File: config.mk
export PLATFORM = sky130hd
export DESIGN_NAME = fifo_sync
export DESIGN_NICKNAME = d
export VERILOG_FILES = /design/src/rtl/fifo_pkg.sv /design/src/rtl/fifo_mem.sv /design/src/rtl/fifo_sync.sv
export SDC_FILE = /design/constraint.sdc
export NUM_CORES = 1
export LEC_CHECK = 0
export ABC_AREA = 1
export BUFFER_PORTS_ARGS = -buffer_cell sky130_fd_sc_hd__buf_2
export CAP_MARGIN = 10
export CORE_MARGIN = 5
export CORE_UTILIZATION = 30
export CTS_BUF_LIST = sky130_fd_sc_hd__clkbuf_2 sky130_fd_sc_hd__clkbuf_4 sky130_fd_sc_hd__clkbuf_8
export DETAILED_ROUTE_END_ITERATION = 8
export PLACE_DENSITY = 0.51
export SLEW_MARGIN = 20
export SYNTH_ARGS = -nofsm -noshare
export SYNTH_HDL_FRONTEND = slang
export SYNTH_SLANG_ARGS = --single-unit
File: constraint.sdc
create_clock -name clk -period 2.5 [get_ports clk]
set_input_delay 0.5 -clock clk [delete_from_list [all_inputs] [get_ports clk]]
set_output_delay 0.5 -clock clk [all_outputs]
set_load 0.01 [all_outputs]
File: src/rtl/fifo_pkg.sv
// Shared defaults and helpers for the synchronous FIFO.
// Defaults are used by fifo_sync and fifo_mem.
package fifo_pkg;

  localparam int DEF_WORD_SIZE    = 10;
  localparam int DEF_DEPTH        = 8;
  localparam int DEF_ALMOST_FULL  = 6;
  localparam int DEF_ALMOST_EMPTY = 2;

  function automatic int ptr_width(input int depth);
    return (depth > 1) ? $clog2(depth) : 1;
  endfunction

endpackage

File: src/rtl/fifo_mem.sv
// Register file for the FIFO.
// Provides one synchronous write port and one asynchronous read port, with no reset on the storage.
module fifo_mem
  import fifo_pkg::*;
#(
  parameter int WIDTH = DEF_WORD_SIZE,
  parameter int DEPTH = DEF_DEPTH,
  parameter int AW    = ptr_width(DEPTH)
) (
  input  logic             clk,
  input  logic             we,
  input  logic [AW-1:0]    waddr,
  input  logic [WIDTH-1:0] wdata,
  input  logic [AW-1:0]    raddr,
  output logic [WIDTH-1:0] rdata
);

  logic [WIDTH-1:0] mem [DEPTH];

  always_ff @(posedge clk) begin
    if (we) mem[waddr] <= wdata;
  end

  assign rdata = mem[raddr];

endmodule

File: src/rtl/fifo_sync.sv
// Single-clock first-word-fall-through FIFO control: pointers, occupancy, registered flags.
// The optional sticky overflow/underflow flag is enabled by defining FIFO_ERROR_FLAG_EN.
module fifo_sync
  import fifo_pkg::*;
#(
  parameter int FIFO_WORD_SIZE     = DEF_WORD_SIZE,
  parameter int FIFO_DEPTH         = DEF_DEPTH,
  parameter int ALMOST_FULL_LEVEL  = DEF_ALMOST_FULL,
  parameter int ALMOST_EMPTY_LEVEL = DEF_ALMOST_EMPTY
) (
  input  logic                      clk,
  input  logic                      reset,
  input  logic                      push,
  input  logic [FIFO_WORD_SIZE-1:0] data_in,
  input  logic                      pop,
  output logic [FIFO_WORD_SIZE-1:0] data_out,
  output logic                      empty,
  output logic                      full,
  output logic                      almost_full,
  output logic                      almost_empty,
  output logic                      error
);

  localparam int AW = ptr_width(FIFO_DEPTH);
  localparam int CW = AW + 1;
  localparam logic [CW-1:0] CNT_FULL = CW'(FIFO_DEPTH);
  localparam logic [CW-1:0] AF_LVL   = CW'(ALMOST_FULL_LEVEL);
  localparam logic [CW-1:0] AE_LVL   = CW'(ALMOST_EMPTY_LEVEL);

  logic [AW-1:0]             wr_ptr, rd_ptr;
  logic [CW-1:0]             count, count_next;
  logic                      push_ok, pop_ok;
  logic [FIFO_WORD_SIZE-1:0] rd_data;

  // A push into a full FIFO is still accepted when a pop frees the slot in the same cycle.
  assign pop_ok  = pop && !empty;
  assign push_ok = push && (!full || pop_ok);

  always_comb begin
    count_next = count;
    case ({push_ok, pop_ok})
      2'b10:   count_next = count + CW'(1);
      2'b01:   count_next = count - CW'(1);
      default: count_next = count;
    endcase
  end

  always_ff @(posedge clk or posedge reset) begin
    if (reset) begin
      wr_ptr       <= '0;
      rd_ptr       <= '0;
      count        <= '0;
      empty        <= 1'b1;
      almost_empty <= 1'b1;
      full         <= 1'b0;
      almost_full  <= 1'b0;
    end else begin
      if (push_ok) wr_ptr <= wr_ptr + AW'(1);
      if (pop_ok)  rd_ptr <= rd_ptr + AW'(1);
      count        <= count_next;
      // Flags are computed from the next count so they never lag the counter.
      empty        <= (count_next == '0);
      full         <= (count_next == CNT_FULL);
      almost_full  <= (count_next >= AF_LVL);
      almost_empty <= (count_next <= AE_LVL);
    end
  end

  fifo_mem #(
    .WIDTH (FIFO_WORD_SIZE),
    .DEPTH (FIFO_DEPTH),
    .AW    (AW)
  ) u_mem (
    .clk   (clk),
    .we    (push_ok),
    .waddr (wr_ptr),
    .wdata (data_in),
    .raddr (rd_ptr),
    .rdata (rd_data)
  );

  assign data_out = empty ? '0 : rd_data;

`ifdef FIFO_ERROR_FLAG_EN
  logic error_q;

  always_ff @(posedge clk or posedge reset) begin
    if (reset) begin
      error_q <= 1'b0;
    end else if ((push && !push_ok) || (pop && !pop_ok)) begin
      error_q <= 1'b1;
    end
  end

  assign error = error_q;
`else
  assign error = 1'b0;
`endif

endmodule

## Word level (Yosys, flattened, before mapping)

Memory sizes are Yosys's and may differ from the RTL's.
Index checks and enable logic that the tools add are counted.

| operators by class | value |
|---|---|
| $add $sub $neg | 4 |
| $lt $le $gt $ge | 2 |
| eq/ne operators | 3 |
| mux-type cells | 4 |
| reductions and logical operators | 6 |

Operators with widths:

| kind | count |
|---|---|
| 10-bit two-way mux | 1 |
| 4-bit case mux with 2 select lines | 1 |
| 3-bit by 1-bit adder with 3-bit output (second input constant) | 2 |
| 4-bit by 1-bit adder with 4-bit output (second input constant) | 1 |
| 4-bit equality test (second input constant) | 1 |
| 4-bit by 3-bit greater-or-equal comparator with 1-bit output (second input constant) | 1 |
| 4-bit by 2-bit less-or-equal comparator with 1-bit output (second input constant) | 1 |
| 4-bit zero test | 1 |
| 4-bit by 1-bit subtractor with 4-bit output (second input constant) | 1 |
| 2-bit by 1-bit equality test with 1-bit output (second input constant) | 1 |
| 2-bit equality test (second input constant) | 1 |
| 1-bit logical AND | 2 |
| 1-bit zero test | 2 |
| 1-bit two-way mux | 2 |
| 1-bit logical OR | 1 |

| word-level totals | value |
|---|---|
| bits in registers | 14 |
| memory bits (writable) | 80 |
| input bits | 14 |
| output and inout bits | 15 |
| word-level logic and storage cells | 27 |
| memories kept | 1 |

Memories:

| name | depth | width | rd ports | clocked after memory_dff | write ports | line | text |
|---|---|---|---|---|---|---|---|
| u_mem.mem | 8 | 10 | 1 | 0 | 1 | fifo_mem.sv:18 | `logic [WIDTH-1:0] mem [DEPTH];` |

## Logic depth before layout (Yosys ltp)

Gate-level depths: netlist of run 1.

| depth | value |
|---|---|
| depth after elaboration | 7 |
| gate-level depth with buffers | 17 |
| mapped depth without buffers | 17 |

## Hierarchy

Synthesis of run 1 repeated with hierarchy kept, for this count alone.

| second synthesis, totals | value |
|---|---|
| cells, all modules | 472 |
| area total of the unflattened synthesis | 4451.8 sq um |

By module, submodules not included:

| module | instances | cells each | area an instance (sq um) | seq. area each (sq um) |
|---|---|---|---|---|
| fifo_mem | 1 | 364 | 3613.5 | 2402.3 |
| fifo_sync | 1 | 108 | 838.3 | 352.8 |

## Least setup slack after synthesis of run 1

OpenSTA, ideal clock, no wires.

| path | value |
|---|---|
| path type | input port to flip-flop |
| start point | in pop |
| end point | reg empty |
| setup time | 0.067 ns |
| arrival time | 1.985 ns |
| data required time | 2.433 ns |
| path slack | 0.448 ns |
| stages on the path | 16 |
| buffers on the path | 0 |
| cells stage by stage | inv_1 -> nor2_4 -> inv_2 -> nand2_2 -> nand2_2 -> ha_1 -> nor2_1 -> nor2_4 -> ha_1 -> nor2_1 -> nand3_1 -> nand3_1 -> nand2_2 -> inv_2 -> nand2_1 -> nor2_1 |

| between the ends | value |
|---|---|
| word-level cells in the longest chain between the ends | 6 |
| elaborated cells on any way between the ends | 7 |
| classes of those cells | eq/ne (2); mux (1); reduce/logical (4) |

Ends and longest elaborated chain:

| what | line | text |
|---|---|---|
| start: declaration | fifo_sync.sv:15 | `input logic pop,` |
| 1-bit logical AND * | fifo_sync.sv:36 | `assign pop_ok = pop && !empty;` |
| net pop_ok | fifo_sync.sv:32 | `logic push_ok, pop_ok;` |
| 1-bit logical OR | fifo_sync.sv:37 | `assign push_ok = push && (!full \|\| pop_ok);` |
| 1-bit logical AND | fifo_sync.sv:37 |  |
| 2-bit by 1-bit equality test with 1-bit output or 2-bit equality test (tied branches) | fifo_sync.sv:41 | `case ({push_ok, pop_ok})` |
| 4-bit case mux with 2 select lines * | fifo_sync.sv:41 |  |
| net count_next[2] | fifo_sync.sv:31 | `logic [CW-1:0] count, count_next;` |
| 4-bit zero test * | fifo_sync.sv:62 | `empty <= (count_next == '0);` |
| end signal: assignment | fifo_sync.sv:62 |  |
| end: declaration | fifo_sync.sv:17 | `output logic empty,` |

Mark *: on every way through the listed nets, which the timed path passes. The rest lies on a longest branch.
A chain may end at the register's enable or synchronous reset.

## Worst setup path in the final report of run 1

| path | value |
|---|---|
| start point | reg rd_ptr[0] |
| end point | out data_out[3] |

| between the ends | value |
|---|---|
| word-level cells in the longest chain between the ends | 2 |

Ends and longest elaborated chain:

| what | line | text |
|---|---|---|
| start: declaration | fifo_sync.sv:30 | `logic [AW-1:0] wr_ptr, rd_ptr;` |
| start signal: assignment | fifo_sync.sv:59 | `if (pop_ok) rd_ptr <= rd_ptr + AW'(1);` |
| memory read 8 x 10 bit | - |  |
| 10-bit two-way mux | fifo_sync.sv:82 | `assign data_out = empty ? '0 : rd_data;` |
| end: declaration | fifo_sync.sv:16 | `output logic [FIFO_WORD_SIZE-1:0] data_out,` |

Every way passes these cells.

==> flow_metrics.py, run 1 <==
metrics = {
    "status": {
        "status": "finished clean",
    },
    "route": {
        "post_drt_wl_per_cell_um": 15.07,
        "wirelength_mm": 8.576,
        "drcViolationCount": 0,
        "drt_iter0_drc": 189,
        "antenna_left": 0,
        "viasPerCell": 4.448,
        "vias": 2531,
        "dr.pass1.iters": 4,
    },
    "yosys": {
        "ys_seq_elements": 94,
        "synthFlopType": "edfxtp_1",
        "netlist_instances": 351,
        "postSynthAreaPerCell_um2": 11.34,
        "synth_edf_count": 80,
        "synth_warnings": 0,
        "async_reset_ff_frac": 0.1489,
        "yosysTopAreaCellShare": 0.6034,
        "syn_area_um2": 3981,
        "yosys.area.top_type": "edfxtp_1",
        "synth_fp_nets": 370,
        "yosys.cell_count.top_type": "nor2_1",
        "synth_cell_type_count": 24,
        "synth_common_cells": "90 x nor2_1, 80 x edfxtp_1, 47 x o21ai_1",
        "yosysSeqAreaShare": 0.6920,
        "ys_top_cells_by_area": "edfxtp_1 60%, nor2_1 8.5%, dfrtp_1 7.5%, o21ai_1 5.9%, o21ai_0 3.3%",
    },
    "worst_setup_path": {
        "crit_fanout": 17,
        "cp_cell_sequence": "buf_4 -> nor2_1 -> nor2_1 -> o21ai_1 -> o21ai_1 -> o21ai_1 -> nor2_1 -> buf_2",
        "worstPathRequired_ns": 2.00,
        "endpoint_kind": "output port",
        "startpoint_type": "flop",
        "rr_startpoint": "empty$_DFF_PP1_",
        "critPathArrivalTime_ns": 1.78,
        "setup.worst_path.class": "flop to output port",
        "reg2reg_slack_ns": 0.39,
        "r2r-end": "full$_DFF_PP0_",
        "rr_worst_depth": 15,
        "slowest_stage": "dfrtp_1",
        "slowest_delay_ns": 0.41,
    },
    "die": {
        "dieHeight_um": 125.2,
        "core_area_um2": 13140,
        "io_pins": 29,
        "die_x_um": 125.2,
        "initial_utilization": 0.3030,
        "fp.dieArea_um2": 15680,
        "rows": 42,
    },
    "sta": {
        "hold_viol": 0,
        "finalClockSkew_ns": 0.008425,
        "worst_pin_slew_ns": 0.5388,
        "fin_crit_sh": 0.9123,
        "fmax_mhz": 438.5,
        "period_needed_ns": 2.281,
        "rsz0062_at_grt": "no",
        "tns_ns": 0,
        "finalSetupViolations": 0,
        "max_slew_margin": 0.6404,
        "layout_setup_ws_ns": 0.2192,
        "drv_slew": 0,
    },
    "finish": {
        "final_area_um2": 4573,
        "final_util": 0.3481,
        "nNetsFinal": 407,
        "drive_gt1_frac": 0.2010,
        "final_cells": 569,
        "fillers": 1311,
        "n_antenna_cell": 0,
        "syn_to_final_growth_pct": 14.86,
    },
    "global_route": {
        "antenna_found_initial": 0,
        "grt_max_degree": 41,
        "grt_pass1_vias": 2418,
        "grt_pass1_wl_mm": 13.56,
        "track_usage": 0.1131,
        "grt-ovfl-total": 0,
    },
    "min_path": {
        "hold_class": "primary input to asynchronous set/reset pin",
    },
    "cts": {
        "clk_path_buf_depth": 2,
        "cts_resized": 0,
        "cts_tree": "done",
        "cts_buffers": 9,
        "holdBufCountCts": 0,
        "cts_max_level": 3,
        "clk_latency_ns": 0.37,
        "path_clk_slew_ns": 0.10,
        "post_cts_buffers": 0,
        "clock-sinks": 94,
        "cts_root_buf": "clkbuf_8",
    },
    "placement": {
        "portBuffers": 27,
        "place.gp.congestion": 0.7245,
        "post-dp-hpwl_mm": 5.233,
        "place_ws_ns": 0.1846,
        "place_area_um2": 4362,
        "dp.cells": 553,
    },
    "pwr": {
        "powerDensity_nw_per_um2": 1168,
        "vdd_ir_drop_max_mv": 0.5397,
        "leakage_nw": 1.707,
    },
    "job": {
        "drv_cap": 0,
    },
}
## worst max-delay path, delay by kind of cell, from the launching register on
kind                   cells  cell delay [ns]
flip-flops                 1             0.41
buffers and inverters      2             0.43
AND/OR/NAND/NOR            3             0.37
AO/OA/AOI/OAI              3             0.21
## where the power goes
group | internal, mW | leakage, nW | switching [mW]
Combinational | 0.757 | 0.708 | 1.38
Clock | 0.487 | 0.108 | 0.579
Sequential | 2.01 | 0.891 | 0.127
Total | 3.25 | 1.71 | 2.09
## cells by family (layout without fill, tap and decap cells)
kind of cell | count (synthesis) | count (layout) | share of synthesized area
compound gates | 73 | 73 | 0.09177
xor+xnor | 5 | 5 | 0.01100
fa+ha+maj | 5 | 5 | 0.01571
buf+inv | 32 | 74 | 0.04023
flops | 94 | 94 | 0.6920
other cells | 1 | 1 | 0.0009419
simple gates | 141 | 141 | 0.1483
## how the worst max path moves through the flow
stage                                from         endpoint  depth (start not counted)
finish              rd_ptr[0]$_DFFE_PP0P_      data_out[3]                          8
global route        rd_ptr[0]$_DFFE_PP0P_      data_out[4]                          8
CTS                 rd_ptr[0]$_DFFE_PP0P_      data_out[4]                          8
detailed placement                    pop   full$_DFF_PP0_                         17
global placement                      pop  empty$_DFF_PP1_                         17
floorplan                             pop  empty$_DFF_PP1_                         16
## state kept, by name, summed over array words and instances, names as in the netlist
signal        flops
empty             1
full              1
count             4
wr_ptr            3
almost_full       1
u_mem.mem        80
almost_empty      1
rd_ptr            3
## final cells by class
cell class | instances | area (um^2) | area share
clock buffers | 9 | 123.9 | 0.02709
clock inverters | 7 | 87.58 | 0.01915
inverters | 16 | 60.06 | 0.01313
multi-input cells | 225 | 1066 | 0.2331
flip-flops and latches | 94 | 2755 | 0.6025
well taps | 176 | 220.2 | 0.04815
repair buffers | 42 | 260.3 | 0.05691
## layout by cell type, fill, tap and decap left out, types with 3 or more instances in the layout
cell,instances
nand2_2,4
nand2_1,32
buf_2,27
inv_2,5
ha_1,5
o21ai_0,26
nor2_1,90
o21ai_1,47
nand3_1,5
clkbuf_8,9
dfrtp_1,12
inv_1,11
buf_4,14
nor2_2,4
xor2_1,3
edfxtp_1,80
## metal layers
layer	up-vias	share of wire	global-route usage
li1	1270	-	-
met1	1195	0.48	0.1572
met2	58	0.46	0.1715
met3	8	0.054	0.04136
met4	0	0.0092	0.02296
met5	-	0	0
## metrics by stage
stage / hold slack [ns] / total power, mW
global placement: 0.5390 / 4.325
finish: 0.1568 / 5.343
floorplan: 0.3878 / 3.649
global route: 0.1783 / 5.795
CTS: 0.1560 / 5.426
detailed placement: 0.5298 / 4.347
(Power assumes the default switching activity.)
==> run 2: changes to the inputs <==
==> constraint.sdc (replaced) <==
create_clock -name clk -period 2.38 [get_ports clk]
set_input_delay 0.476 -clock clk [delete_from_list [all_inputs] [get_ports clk]]
set_output_delay 0.476 -clock clk [all_outputs]
set_load 0.01 [all_outputs]
==> run 2 against run 1 <==
Compared with the run above: cell count shrank 0.35%; core utilization grew 0.057 points; total power grew 5.3%; first-iteration DRC count shrank 1.6%; die area is the same; routed wire length grew 1.9%; via count grew 1.3%; clock skew shrank 0.00082 ns; sequential cell count is the same; cell area grew 0.16%; critical path depth shrank 1.
==> flow_metrics.py, run 2 (synthesized netlist as in run 1, its figures left out) <==
metrics = {
    "status": {
        "status": "finished clean",
    },
    "worst_setup_path": {
        "endpoint_kind": "output port",
        "cp_cell_sequence": "inv_6 -> buf_12 -> nor2_1 -> o21ai_1 -> o21ai_1 -> nor2_1 -> buf_2",
        "cp.depth": 7,
        "worst-path-buf-inv": 3,
        "crit_fanout": 22,
        "critPathArrivalTime_ns": 1.77,
        "slowest_delay_ns": 0.47,
        "setup.worst_path.class": "flop to output port",
        "worstPathRequired_ns": 1.90,
        "crit_start": "rd_ptr[0]$_DFFE_PP0P_",
        "slowest_stage": "dfrtp_2",
        "rr_startpoint": "empty$_DFF_PP1_",
        "rr_worst_depth": 16,
        "startpoint_type": "flop",
        "path_delay_family": "buffers and inverters",
    },
    "cts": {
        "holdBufCountCts": 0,
        "cts_tree": "done",
        "cts_max_level": 3,
        "cts_buffers": 9,
        "post_cts_buffers": 0,
        "cts_root_buf": "clkbuf_8",
        "clk_path_buf_depth": 2,
        "clock-sinks": 94,
        "clk_latency_ns": 0.36,
        "path_clk_slew_ns": 0.09,
    },
    "sta": {
        "finalClockSkew_ns": 0.007609,
        "drv_slew": 0,
        "fmax_mhz": 445.3,
        "hold_viol": 0,
        "period_needed_ns": 2.246,
        "rsz0062_at_grt": "yes",
        "layout_setup_ws_ns": 0.1341,
        "fin_crit_sh": 0.9437,
        "tns_ns": 0,
        "finalSetupViolations": 0,
        "max_slew_margin": 0.6427,
        "worst_pin_slew_ns": 0.5354,
    },
    "route": {
        "drt_iter0_drc": 186,
        "viasPerCell": 4.524,
        "wirelength_mm": 8.738,
        "antenna_left": 0,
        "vias": 2565,
        "dr.pass1.iters": 4,
        "post_drt_wl_per_cell_um": 15.41,
        "drcViolationCount": 0,
    },
    "pwr": {
        "p_int_mw": 3.436,
        "pwr-share-seq": 0.401,
        "switching_share": 0.3895,
        "leakage_nw": 1.702,
        "vdd_ir_drop_max_mv": 0.4663,
        "powerDensity_nw_per_um2": 1229,
        "combPwrFrac": 0.411,
        "p_clk_frac": 0.189,
        "p_sw_mw": 2.193,
    },
    "finish": {
        "regArea_um2": 2756,
        "syn_to_final_growth_pct": 15.05,
        "final_cell_mix": "89 x nor2_1, 80 x edfxtp_1, 47 x o21ai_1",
        "largest_registers": "u_mem.mem (80), count (4)",
        "nNetsFinal": 405,
        "final_area_um2": 4581,
        "regMostFlops": "u_mem.mem",
        "multi_input_area_um2": 1069,
        "final_common_cell": "nor2_1",
        "drive_gt1_frac": 0.1995,
        "n_antenna_cell": 0,
        "fillers": 1341,
        "largest_reg_flops": 80,
    },
    "min_path": {
        "hold_class": "primary input to asynchronous set/reset pin",
    },
    "die": {
        "dieHeight_um": 125.2,
        "io_pins": 29,
        "fp.dieArea_um2": 15680,
        "core_area_um2": 13140,
        "initial_utilization": 0.3030,
        "rows": 42,
        "die_x_um": 125.2,
    },
    "placement": {
        "place_area_um2": 4359,
        "place.gp.congestion": 0.7037,
        "place_ws_ns": 0.08434,
        "post-dp-hpwl_mm": 5.420,
        "portBuffers": 27,
    },
    "global_route": {
        "antenna_found_initial": 1,
        "grt_pass1_vias": 2532,
        "grt_pass1_wl_mm": 14.19,
        "grt_max_degree": 41,
        "track_usage": 0.1186,
        "grt-ovfl-total": 0,
    },
    "job": {
        "drv_cap": 0,
    },
}
-- run 2: worst register-to-register path: cells and delay by family (launching register included) --
kind	cells	cell delay (ns)
adders and majority gates	2	0.41
buffers and inverters	3	0.21
DFF	1	0.59
and+or+nand+nor	11	0.85
-- run 2: area by class of cell --
type                       count  area share
clock buffer                   9     0.02704
clock inverter                 7     0.01584
sequential                    94      0.6017
timing repair buffer          40     0.05982
inverter                      16     0.01420
tap                          176     0.04807
multi-input combinational    225      0.2333
-- run 2: stage by stage --
step                total power [mW]  std cells  hold slack, ns    util
floorplan                      3.833        351          0.3638       -
global placement               4.542        551          0.5381  0.3318
detailed placement             4.596        551          0.5389  0.3318
CTS                            5.686        567          0.1400  0.3472
global route                   6.096        567          0.1615  0.3487
finish                         5.629        567          0.1383  0.3487
-- run 2: power groups by stage --
stage | registers, mW | clock network (mW) | logic (mW)
after floorplan | 2.26 | 0 | 1.57
after global placement | 2.28 | 0 | 2.27
after detailed placement | 2.28 | 0 | 2.32
after CTS | 2.25 | 1.10 | 2.34
after global routing | 2.29 | 1.17 | 2.64
final | 2.26 | 1.06 | 2.31
-- run 2: what timing repair did --
item,4_1_cts,5_1_grt
cloned,0,0
setup endpoints to repair,2,8
gates resized for setup,2,6
-- run 2: path summary, 6_finish.rpt --
| check | end | slack (ns) |
|---|---|---|
| max | data_out[9] | 0.13 |
| min | full$_DFF_PP0_ | 0.14 |
| max reg2reg | empty$_DFF_PP1_ | 0.27 |
| min reg2reg | wr_ptr[0]$_DFFE_PP0P_ | 0.56 |
| max in group asynchronous | rd_ptr[0]$_DFFE_PP0P_ | 1.85 |
| min in group clk | u_mem.mem[0][3]$_DFFE_PP_ | 0.39 |
-- run 2: metal layers --
metal	wire, um	GRT usage	vias up
met4	94	0.04018	2
met2	4130	0.1885	60
met3	432	0.03795	9
met1	4073	0.1539	1230
met5	7	0	-
li1	-	-	1264
==> run 3: changes to the inputs <==
--- a/config.mk
+++ b/config.mk
@@ -9,10 +9,10 @@
 export BUFFER_PORTS_ARGS = -buffer_cell sky130_fd_sc_hd__buf_2
 export CAP_MARGIN = 10
 export CORE_MARGIN = 5
-export CORE_UTILIZATION = 30
+export CORE_UTILIZATION = 60
 export CTS_BUF_LIST = sky130_fd_sc_hd__clkbuf_2 sky130_fd_sc_hd__clkbuf_4 sky130_fd_sc_hd__clkbuf_8
 export DETAILED_ROUTE_END_ITERATION = 8
-export PLACE_DENSITY = 0.51
+export PLACE_DENSITY = 0.85
 export SLEW_MARGIN = 20
 export SYNTH_ARGS = -nofsm -noshare
 export SYNTH_HDL_FRONTEND = slang
==> run 3 against run 2 <==
Compared with the run above: worst setup slack improved by 0.026 ns; cell count fell by 17%; sequential cell count did not move; count of clock-buffer cells in the layout rose by 1; largest cell class unchanged.
==> flow_metrics.py, run 3 (synthesized netlist as in run 1, its figures left out) <==
metrics = {
    "worst_setup_path": {
        "reg2reg_slack_ns": 0.25,
        "critPathArrivalTime_ns": 1.74,
        "cp.depth": 8,
        "endpoint_kind": "output port",
        "startpoint_type": "flop",
        "crit_fanout": 24,
        "rr_worst_depth": 15,
        "slowest_delay_ns": 0.43,
        "path_delay_family": "flip-flops",
        "cp_cell_sequence": "buf_6 -> nor2_1 -> nor2_1 -> o21ai_1 -> o21ai_1 -> o21ai_1 -> nor2_1 -> buf_2",
        "r2r-end": "full$_DFF_PP0_",
        "crit_start": "rd_ptr[0]$_DFFE_PP0P_",
        "rr_startpoint": "empty$_DFF_PP1_",
        "setup.worst_path.class": "flop to output port",
        "worst-path-buf-inv": 2,
        "slowest_stage": "dfrtp_1",
        "worstPathRequired_ns": 1.90,
    },
    "cts": {
        "cts_max_level": 3,
        "clk_path_buf_depth": 2,
        "cts_tree": "done",
        "clock-sinks": 94,
        "clk_latency_ns": 0.35,
        "cts_root_buf": "clkbuf_8",
        "post_cts_buffers": 0,
        "holdBufCountCts": 0,
        "cts_buffers": 9,
        "cts_resized": 0,
        "path_clk_slew_ns": 0.09,
    },
    "finish": {
        "largest_registers": "u_mem.mem (80), count (4)",
        "nNetsFinal": 406,
        "final_common_cell": "nor2_1",
        "syn_to_final_growth_pct": 10.84,
        "final_cells": 469,
        "n_antenna_cell": 0,
        "fillers": 451,
        "regMostFlops": "u_mem.mem",
        "largest_reg_flops": 80,
        "drive_gt1_frac": 0.1990,
        "final_cell_mix": "90 x nor2_1, 80 x edfxtp_1, 47 x o21ai_1",
    },
    "route": {
        "antenna_left": 0,
        "post_drt_wl_per_cell_um": 17.00,
        "drcViolationCount": 0,
        "drt_iter0_drc": 155,
        "vias": 2616,
        "dr.pass1.iters": 4,
        "wirelength_mm": 7.971,
        "viasPerCell": 5.578,
    },
    "global_route": {
        "grt_pass1_vias": 2639,
        "grt_max_degree": 43,
        "antenna_found_initial": 0,
        "grt-ovfl-total": 0,
        "grt_pass1_wl_mm": 12.92,
        "track_usage": 0.2011,
    },
    "sta": {
        "finalSetupViolations": 0,
        "fin_crit_sh": 0.9327,
        "fmax_mhz": 450.5,
        "period_needed_ns": 2.220,
        "drv_slew": 0,
        "finalClockSkew_ns": 0.008399,
        "max_slew_margin": 0.6460,
        "rsz0062_at_grt": "no",
        "holdWs_ns": 0.1485,
        "worst_pin_slew_ns": 0.5305,
        "tns_ns": 0,
        "hold_viol": 0,
    },
    "pwr": {
        "vdd_ir_drop_max_mv": 0.8262,
        "leakage_nw": 1.686,
        "power_mw": 5.429,
        "powerDensity_nw_per_um2": 1230,
    },
    "placement": {
        "post-dp-hpwl_mm": 5.185,
        "dp.cells": 453,
        "portBuffers": 27,
        "place.gp.congestion": 0.8023,
    },
    "die": {
        "core_area_um2": 6386,
        "die_x_um": 91.46,
        "dieHeight_um": 91.46,
        "rows": 29,
        "fp.dieArea_um2": 8365,
        "io_pins": 29,
        "initial_utilization": 0.6234,
    },
    "status": {
        "status": "finished clean",
    },
    "min_path": {
        "hold_class": "primary input to asynchronous set/reset pin",
    },
    "job": {
        "drv_cap": 0,
    },
}
## run 3: area by class of cell
class	instances	area [um^2]	share of cell area
flip-flops and latches	94	2755	0.6243
multi-input cells	225	1066	0.2416
repair buffers	41	256.5	0.05812
clock buffers	10	131.4	0.02977
well taps	77	96.34	0.02183
inverters	16	60.06	0.01361
clock inverters	6	47.55	0.01077
## run 3: power by group
part           switching (mW)  internal [mW]
registers               0.141           2.11
logic                    1.44          0.792
clock network           0.549          0.399
## run 3: worst register-to-register path, cell delays in order, from the launching register on
cell	delay [ns]
dfstp_2	0.40
nor2_4	0.18
inv_2	0.06
nand2_2	0.06
nand2_2	0.08
ha_1	0.25
nor2_1	0.20
nor2_4	0.07
ha_1	0.19
nor2_1	0.11
nand3_1	0.09
nand3_1	0.09
nand2_2	0.08
inv_2	0.06
nand2_1	0.06
nor2_1	0.10
## run 3: stage by stage
step | area (um^2) | utilization | setup WS [ns]
3_3_place_gp | 4230 | 0.6624 | 0.2026
3_5_place_dp | 4230 | 0.6624 | 0.05278
6_report | 4413 | 0.6910 | 0.1601
2_1_floorplan | 3981 | - | 0.3517
4_1_cts | 4409 | 0.6904 | 0.04439
5_1_grt | 4413 | 0.6910 | 0.01909
## run 3: worst max-delay path by stage
stage,to,slack (ns)
finish,data_out[1],0.16
global route,data_out[1],0.02
CTS,data_out[1],0.04
detailed placement,full$_DFF_PP0_,0.05
global placement,empty$_DFF_PP1_,0.20
floorplan,empty$_DFF_PP1_,0.35
## run 3: layer usage
metal	routed length (um)	vias up	global-route usage
met5	0	-	0
met4	117	0	0.09413
met3	575	11	0.03058
met2	4138	93	0.3431
met1	3139	1247	0.2515
li1	-	1265	-
